===== src/rtl/note_scheduler.sv =====
`default_nettype none
// ============================================================================
// Module   : note_scheduler
// Brief    : Rhythm-game beat sequencer. Steps through a song of NUM_BEATS
//            beats, opens a per-lane hit window in each beat, and scores
//            the lane hits at the end of every beat.
// Revision : 1.0 - initial release
// ============================================================================
module note_scheduler #(
  parameter int LANES     = 4,
  parameter int BEAT_CYC  = 25000000,
  parameter int WIN_CYC   = 12500000,
  parameter int NUM_BEATS = 64
) (
  input  logic             clk,
  input  logic             rst_n,
  input  logic             start,
  input  logic             stop,
  input  logic [LANES-1:0] note_req,
  input  logic [LANES-1:0] lane_hit,
  output logic [5:0]       beat_idx,
  output logic             tick_out,
  output logic [LANES-1:0] should_hit,
  output logic [11:0]      score,
  output logic [7:0]       combo,
  output logic             busy,
  output logic             done
);

  localparam int CYC_W = $clog2(BEAT_CYC);
  localparam int CNT_W = $clog2(LANES + 1);

  localparam logic [CYC_W-1:0] C_CYC_LAST  = CYC_W'(BEAT_CYC - 1);
  localparam logic [CYC_W-1:0] C_WIN_END   = CYC_W'(WIN_CYC);
  localparam logic [5:0]       C_BEAT_LAST = 6'(NUM_BEATS - 1);

  typedef enum logic [1:0] {
    S_IDLE = 2'd0,
    S_PLAY = 2'd1,
    S_DONE = 2'd2
  } state_t;

  state_t           r_state, w_state_nxt;
  logic [CYC_W-1:0] r_cyc, w_cyc_nxt;
  logic [LANES-1:0] r_pattern, w_pattern_nxt;
  logic [5:0]       r_beat, w_beat_nxt;
  logic [11:0]      r_score, w_score_nxt;
  logic [7:0]       r_combo, w_combo_nxt;
  logic             r_tick, r_busy, r_done;

  logic [CNT_W-1:0] w_hits, w_misses;
  logic [12:0]      w_score_sum;
  logic [8:0]       w_combo_sum;

  // Count hit and missed lanes among the notes latched for this beat.
  always_comb begin
    w_hits   = '0;
    w_misses = '0;
    for (int i = 0; i < LANES; i++) begin
      w_hits   = w_hits   + CNT_W'(r_pattern[i] &  lane_hit[i]);
      w_misses = w_misses + CNT_W'(r_pattern[i] & ~lane_hit[i]);
    end
  end

  // One extra bit on each sum so saturation can be detected.
  assign w_score_sum = {1'b0, r_score} + 13'(w_hits);
  assign w_combo_sum = {1'b0, r_combo} + 9'(w_hits);

  // Next-state logic: song control, beat counter, judgement.
  always_comb begin
    w_state_nxt   = r_state;
    w_cyc_nxt     = r_cyc;
    w_pattern_nxt = r_pattern;
    w_beat_nxt    = r_beat;
    w_score_nxt   = r_score;
    w_combo_nxt   = r_combo;
    if (stop) begin
      // Abort: the partial beat is dropped, score and combo are kept.
      w_state_nxt = S_IDLE;
      w_cyc_nxt   = '0;
    end else begin
      case (r_state)
        S_IDLE, S_DONE: begin
          if (start) begin
            w_state_nxt = S_PLAY;
            w_cyc_nxt   = '0;
            w_beat_nxt  = '0;
            w_score_nxt = '0;
            w_combo_nxt = '0;
          end
        end
        S_PLAY: begin
          if (r_cyc == '0) begin
            w_pattern_nxt = note_req;
          end
          if (r_cyc == C_CYC_LAST) begin
            w_cyc_nxt   = '0;
            w_score_nxt = (w_score_sum > 13'd4095) ? 12'hFFF : w_score_sum[11:0];
            if (w_misses != '0) begin
              w_combo_nxt = '0;
            end else begin
              w_combo_nxt = (w_combo_sum > 9'd255) ? 8'hFF : w_combo_sum[7:0];
            end
            if (r_beat == C_BEAT_LAST) begin
              w_state_nxt = S_DONE;
            end else begin
              w_beat_nxt = r_beat + 6'd1;
            end
          end else begin
            w_cyc_nxt = r_cyc + CYC_W'(1);
          end
        end
        default: begin
          w_state_nxt = S_IDLE;
        end
      endcase
    end
  end

  // State and datapath registers; status flags are derived from next state
  // so they line up with the state they describe.
  always_ff @(posedge clk or negedge rst_n) begin
    if (!rst_n) begin
      r_state   <= S_IDLE;
      r_cyc     <= '0;
      r_pattern <= '0;
      r_beat    <= '0;
      r_score   <= '0;
      r_combo   <= '0;
      r_tick    <= 1'b0;
      r_busy    <= 1'b0;
      r_done    <= 1'b0;
    end else begin
      r_state   <= w_state_nxt;
      r_cyc     <= w_cyc_nxt;
      r_pattern <= w_pattern_nxt;
      r_beat    <= w_beat_nxt;
      r_score   <= w_score_nxt;
      r_combo   <= w_combo_nxt;
      r_tick    <= (w_state_nxt == S_PLAY) && (w_cyc_nxt == '0);
      r_busy    <= (w_state_nxt == S_PLAY);
      r_done    <= (w_state_nxt == S_DONE);
    end
  end

  // Hit window decoded from registered counter and pattern only.
  assign should_hit = ((r_state == S_PLAY) && (r_cyc != '0) && (r_cyc <= C_WIN_END))
                      ? r_pattern : '0;

  assign beat_idx = r_beat;
  assign tick_out = r_tick;
  assign score    = r_score;
  assign combo    = r_combo;
  assign busy     = r_busy;
  assign done     = r_done;

endmodule
`default_nettype wire


===== config.mk =====
export PLATFORM = sky130hd
export DESIGN_NAME = note_scheduler
export DESIGN_NICKNAME = d
export VERILOG_FILES = /design/src/rtl/note_scheduler.sv
export SDC_FILE = /design/constraint.sdc
export NUM_CORES = 1
export LEC_CHECK = 0
export CAP_MARGIN = 25
export CORE_MARGIN = 2
export CORE_UTILIZATION = 55
export CTS_BUF_LIST = sky130_fd_sc_hd__clkbuf_4 sky130_fd_sc_hd__clkbuf_8
export DETAILED_ROUTE_END_ITERATION = 16
export PLACE_DENSITY = 0.77
export SLEW_MARGIN = 20
export SYNTH_ARGS = -nofsm -noshare
export SYNTH_HDL_FRONTEND = slang
export SYNTH_SLANG_ARGS = --single-unit

===== constraint.sdc =====
create_clock -name clk -period 4.1 [get_ports clk]
set_input_delay 0.41 -clock clk [delete_from_list [all_inputs] [get_ports clk]]
set_output_delay 0.41 -clock clk [all_outputs]
set_load 0.03 [all_outputs]

==> results of run 1 <==
## power by group through the flow
stage,combinational [W],sequential [W],clock (W)
floorplan,0.000176,0.000704,0
global placement,0.000314,0.000677,0
detailed placement,0.000324,0.000679,0
CTS,0.000325,0.000668,0.000521
global route,0.000361,0.000673,0.000546
finish,0.000323,0.000669,0.000508
## per-stage QoR
stage / worst slack (ns) / power [W] / cell area (um^2)
global placement: 0.254 / 0.000991 / 4390
floorplan: 1.06 / 0.000879 / 3900
CTS: 0.284 / 0.00151 / 4580
detailed placement: 0.157 / 0.00100 / 4390
global route: 0.131 / 0.00158 / 4580
finish: 0.251 / 0.00150 / 4580
## cell type report
cell class	instances	area [um^2]
Fill cell	571	2250
Multi-Input combinational cell	361	2240
Sequential cell	60	1500
Timing Repair Buffer	50	480
Clock buffer	13	173
Tap cell	96	120
Inverter	14	52.6
Clock inverter	3	20.0
## sequential cells by signal, indices dropped and copies added, names as in the netlist
name / count
r_pattern: 4
busy: 1
tick_out: 1
combo: 8
r_cyc: 25
done: 1
r_state: 2
beat_idx: 6
score: 12
## worst max-delay path by stage
stage	cells after the start	end
final	9	should_hit[2]
after global routing	9	should_hit[0]
after CTS	9	should_hit[2]
after detailed placement	12	score[2]
after global placement	12	score[4]
after floorplan	13	score[5]
## metal layers
metal | routed length [um] | share of wire | track usage | up-vias
li1 | - | - | - | 1768
met1 | 4400 | 0.45 | 0.357 | 1776
met2 | 4450 | 0.46 | 0.416 | 136
met3 | 644 | 0.066 | 0.0541 | 23
met4 | 223 | 0.023 | 0.101 | 0
met5 | 0 | 0 | 0 | -
## cell usage in the layout (no fill, tap or decap), types with 4 or more instances in the layout
cell type | Yosys | final
nand2_1 | 47 | 47
clkdlybuf4s50_1 | 0 | 43
buf_4 | 0 | 6
and2_1 | 7 | 7
mux2_2 | 4 | 4
dfrtp_1 | 60 | 60
a31oi_1 | 11 | 11
nor2b_1 | 6 | 6
clkbuf_8 | 0 | 12
nand4_1 | 13 | 13
xor2_1 | 6 | 6
or4_1 | 6 | 6
xnor2_1 | 4 | 4
and3_1 | 10 | 10
or3_1 | 6 | 6
nor3_1 | 12 | 12
o21ai_0 | 34 | 34
nor4_1 | 10 | 10
ha_1 | 12 | 12
nand3_1 | 31 | 31
fa_1 | 4 | 4
nor2_1 | 32 | 32
and4_1 | 5 | 5
inv_1 | 14 | 14
nand2b_1 | 10 | 10
a21oi_1 | 39 | 39
a22o_1 | 5 | 5
a21o_1 | 9 | 9
## logic make-up (layout without fill, tap and decap cells)
logic type,Yosys count,count (layout)
DFF,60,60
and+or+nand+nor,211,211
muxes,4,4
buffers and inverters,38,80
xor gates and xnor gates,10,10
adders and majority gates,16,16
AOI/OAI and AO/OA,120,120
## critical path, cell delays in order, from the launching register on
cell and delay [ns]:
dfrtp_1 0.45, or4_4 0.58, o21ai_0 0.18, a21oi_1 0.09, o2111ai_1 0.18, nand2_1 0.07, a2111oi_0 0.55, buf_4 0.21
and2_1 0.12, clkdlybuf4s50_1 0.67
==> metrics.md, run 1 <==
| Metric | Value |
|---|---|
| Minimum clock period | 3.85 ns |
| Antenna Cells | 0 |
| Largest family of logic cells by synthesized area | simple AND/OR/NAND/NOR gates |
| Slew HR | 0.428 |
| Vias after detailed routing | 3703 |
| # clock sinks | 60 |
| Drt wl/cell | 16.3 um |
| Rows | 30 |
| Unrepaired setup endpoints after global routing | no |
| Longest Clk Path Bufs | 2 |
| F_max | 260 MHz |
| Warnings from Yosys | 0 |
| Worst Setup Start Kind | register |
| Mean Syn Cell Area | 8.50 um^2 |
| Post-CTS setup buffers | 0 |
| Area added between synthesis and finish | 17.5% |
| Complex-gate fraction of the synthesized area | 0.186 |
| GRT overflow | 0 |
| Number of global-route vias before repair | 3435 |
| Mapped Cells | 459 |
| Initial core utilization | 0.571 |
| Reg power frac | 0.446 |
| Slew @ Worst Pin | 0.852 ns |
| Gr usage total | 0.263 |
| Combinational power share | 0.215 |
| FF-to-FF path depth | 8 |
| Number of I/O pins | 45 |
| Mux cell area share after synthesis | 0.0115 |
| Fin Setup TNS | 0 ns |
| CP required | 3.69 ns |
| Synth area leader | dfrtp_1 |
| Crit share post-route | 0.939 |
| Post-route insts no fill | 597 |
| Top cells by area, synth | dfrtp_1 (38%), a21oi_1 (5.0%), nand2_1 (4.5%) |
| Flop2flop setup slack | 0.51 ns |
| Sw power | 0.000466 W |
| Max Transition Viols Final | 0 |
| Largest net degree at the start of global routing | 33 |
| Clock transition at the registers of the reported paths | 0.07 ns |
| Pleak | 1.97 nW |
| # resized after CTS | 0 |
| Number of routed nets with antenna violations | 0 |
| Initial antenna violation count | 0 |
| Number of synthesized flops with an enable pin | 0 |
| Seq/Total Area, Yosys | 0.385 |
| Die area | 0.00778 mm^2 |
| Reg2reg end | tick_out |
| Critical Path Sink Type | primary output |
| Synth unique cells | 53 |
| Synthesized-area fraction occupied by adder cells | 0.0590 |
| Crit. Startpoint | r_cyc[7] |
| Chip height | 88.2 um |
| I/O Buffers | 44 |
| Placed cells | 581 |
| Final wirelength | 9720 um |
| WP data arrival | 3.44 ns |
| Synthesized net count | 487 |
| Final HPWL DP | 6930 um |
| Pre-antenna DRT Iters | 5 |
| Final hold violation count | 0 |
| Die Wd | 88.2 um |
| Post-Syn Area | 0.00390 mm^2 |
| Status | completed |
| Simple-gate portion of the synthesized area | 0.294 |
| CORE AREA | 0.00683 mm^2 |
| Maximum VDD drop | 0.277 mV |
| Drt drc | 0 |
| Power density over the cells | 327 mW/mm^2 |
| Switching Share | 0.311 |
| Max Cap Viol | 0 |
| Most used DFF post-synth | dfrtp_1 |
| Yosys reg bits | 60 |
| H-tree levels | 3 |
| Top-area cell type share of the netlist area | 0.385 |
| Initial DRC Count | 283 |
| Clock power frac | 0.339 |
| Internal power | 0.00103 W |
| Vias per cell | 6.20 |
| Final core occ | 0.671 |
| First-pass GRT wire length | 16100 um |
| CTS Root Cell | clkbuf_8 |
| Layout cells sized above 1 | 0.0719 |
| Post-synth top cells | dfrtp_1 (60), nand2_1 (47), a21oi_1 (39) |
| Num CTS Buffers | 9 |
| Worst Hold Slack | 0.114 ns |
| Hold Crit Class | in2async |
| XOR/XNOR share of the synthesized area | 0.0225 |
| Fin Clk Skew | 0.0121 ns |
| Placer Congestion | 0.976 |
| Endpoints failing setup | 0 |
| Hold_buf cts | 0 |
| Async SR Flop Fraction | 1.00 |
| Critical path class | reg2out |
| CP Max Fanout | 7 |
| Clock latency at the later pin of the worst-skew pair | 0.33 ns |
| Launching point of the worst reg2reg path | r_cyc[10] |
| Nets | 524 |
| CTS tree | done |
| Count leader, synth | dfrtp_1 |
Note: power is estimated with default switching activity, not from simulation.
==> inputs of run 2 (changes only) <==
- CTS_BUF_LIST: sky130_fd_sc_hd__clkbuf_4 sky130_fd_sc_hd__clkbuf_8 -> sky130_fd_sc_hd__clkbuf_16
==> metrics.md, run 2 (synthesis gave the netlist of run 1 again) <==
| Metric | Value |
|---|---|
| Endpoints failing setup | 0 (unchanged) |
| Layout fillers | 561 (-1.8%) |
| CP required | 3.69 ns (about the same) |
| Commonest non-fill, non-tap cells in the layout | dfrtp_1 (60), nand2_1 (47), clkdlybuf4s50_1 (43) |
| Final wirelength | 10000 um (+3.2%) |
| Nets | 524 (unchanged) |
| I/O Buffers | 44 (unchanged) |
| Vias per cell | 6.26 (+0.89%) |
| Clock transition at the registers of the reported paths | 0.05 ns (-0.02 ns) |
| Pleak | 2.00 nW (+1.5%) |
| Power density over the cells | 357 mW/mm^2 (+9.0%) |
| Largest register FFs | 25 (unchanged) |
| Post-CTS setup buffers | 0 (unchanged) |
| Critical path class | reg2out |
| Critical Path Sink Type | primary output |
| Status | completed |
| Drt wl/cell | 16.8 um (+3.2%) |
| Fin Clk Skew | 0.00644 ns (-0.00562 ns) |
| Pre-antenna DRT Iters | 5 (unchanged) |
| Pre-CTS setup slack | 0.157 ns (unchanged) |
| Hold Crit Class | in2async |
| Biggest register | r_cyc |
| # clock sinks | 60 (unchanged) |
| CTS Root Cell | clkbuf_16 |
| CP bufs+invs | 2 (unchanged) |
| Initial core utilization | 0.571 (unchanged) |
| Longest Clk Path Bufs | 2 (unchanged) |
| Number of I/O pins | 45 (unchanged) |
| First-pass GRT wire length | 16400 um (+2.1%) |
| Die area | 0.00778 mm^2 (unchanged) |
| Chip height | 88.2 um (unchanged) |
| Placer Congestion | 0.976 (unchanged) |
| Num CTS Buffers | 9 (unchanged) |
| Die Wd | 88.2 um (unchanged) |
| Final hold violation count | 0 (unchanged) |
| Hold_buf cts | 0 (unchanged) |
| Minimum clock period | 3.87 ns (+0.0172 ns) |
| Worst path max stage delay | 0.67 ns (about the same) |
| Slew @ Worst Pin | 0.841 ns (-0.0109 ns) |
| Unrepaired setup endpoints after global routing | no |
| Initial DRC Count | 295 (+4.2%) |
| Fin Setup TNS | 0 ns (unchanged) |
| Drt drc | 0 (unchanged) |
| Slew HR | 0.440 (+0.0116) |
| WP data arrival | 3.46 ns (+0.02 ns) |
| Crit share post-route | 0.943 (+0.00420) |
| Worst Setup Start Kind | register |
| # resized after CTS | 0 (unchanged) |
| Area added between synthesis and finish | 19.2% |
| Number of routed nets with antenna violations | 0 (unchanged) |
| Gr usage total | 0.270 (+0.00745) |
| Final setup margin | 0.234 ns (-0.0172 ns) |
| Crit-path cells | or4_4 -> o21ai_0 -> a21oi_1 -> o2111ai_1 -> nand2_1 -> a2111oi_0 -> buf_4 -> and2_1 -> clkdlybuf4s50_1 |
| Final core occ | 0.681 (+0.00989) |
| GRT overflow | 0 (unchanged) |
| Maximum VDD drop | 0.213 mV (-23%) |
| Clock latency at the later pin of the worst-skew pair | 0.32 ns (about the same) |
| CORE AREA | 0.00683 mm^2 (unchanged) |
| CTS tree | done |
| Critical path's slowest cell | clkdlybuf4s50_1 |
| Largest net degree at the start of global routing | 33 (unchanged) |
| F_max | 259 MHz (-0.45%) |
| Number of global-route vias before repair | 3510 (+2.2%) |
| Max Transition Viols Final | 0 (unchanged) |
| Layout cells sized above 1 | 0.0639 (-0.00798) |
| Rows | 30 (unchanged) |
| Max Cap Viol | 0 (unchanged) |
| Antenna Cells | 0 (unchanged) |
| H-tree levels | 3 (unchanged) |
| Worst path top cell family by delay | compound AO/OA/AOI/OAI gates |
| Initial antenna violation count | 0 (unchanged) |
| Vias after detailed routing | 3736 (+0.89%) |
| Final HPWL DP | 6930 um (unchanged) |
| Commonest non-fill, non-tap cell in the layout | dfrtp_1 |
| CP Max Fanout | 7 (unchanged) |
run 2: cell count changes in the layout (fill, tap and decap cells not counted), sizes merged:
cell,previous run,this run
clkbuf,13,9
clkinv,1,4
inv,14,15
run 2: through the flow:
step	instances	area (um^2)	total power, W	hold WS, ns
detailed placement	581	4390	0.00100	0.492
floorplan	459	3900	0.000879	0.114
CTS	597	4650	0.00167	0.152
global placement	581	4390	0.000991	0.479
global route	597	4650	0.00174	0.181
finish	597	4650	0.00166	0.131
run 2: area by class of cell:
class	count	area [um^2]	share of cell area
sequential	60	1500	0.323
multi-input combinational	361	2240	0.481
tap	96	120	0.0258
clock buffer	9	225	0.0484
clock inverter	7	35.0	0.00753
inverter	14	52.6	0.0113
timing repair buffer	50	480	0.103
run 2: report_power, final:
part	switching (W)	internal, W
Clock	0.000264	0.000398
Combinational	0.000191	0.000136
Sequential	0.0000450	0.000625
Total	0.000500	0.00116
run 2: per-layer routing:
layer,track usage,vias up,part of all wire
met1,0.359,1748,0.44
met2,0.431,185,0.46
li1,-,1766,-
met4,0.120,0,0.030
met5,0,-,0
met3,0.0532,37,0.075
run 2: final timing paths:
check | depth (start not counted) | start | slack [ns] | endpoint
hold reg to reg | 2 | score[10] | 0.54 | score[10]
min in group clk | 2 | score[10] | 0.54 | score[10]
hold / removal | 1 | rst_n | 0.13 | combo[0]
max in group asynchronous | 2 | rst_n | 3.09 | done
setup / recovery | 9 | r_cyc[7] | 0.23 | should_hit[2]
setup reg to reg | 8 | r_cyc[7] | 0.53 | tick_out
==> inputs of run 3 (changes only) <==
- SKIP_CTS_REPAIR_TIMING: default -> 1
==> results of run 3 <==
Same layout as run 2: the final DEF is identical, and so are final timing and power.
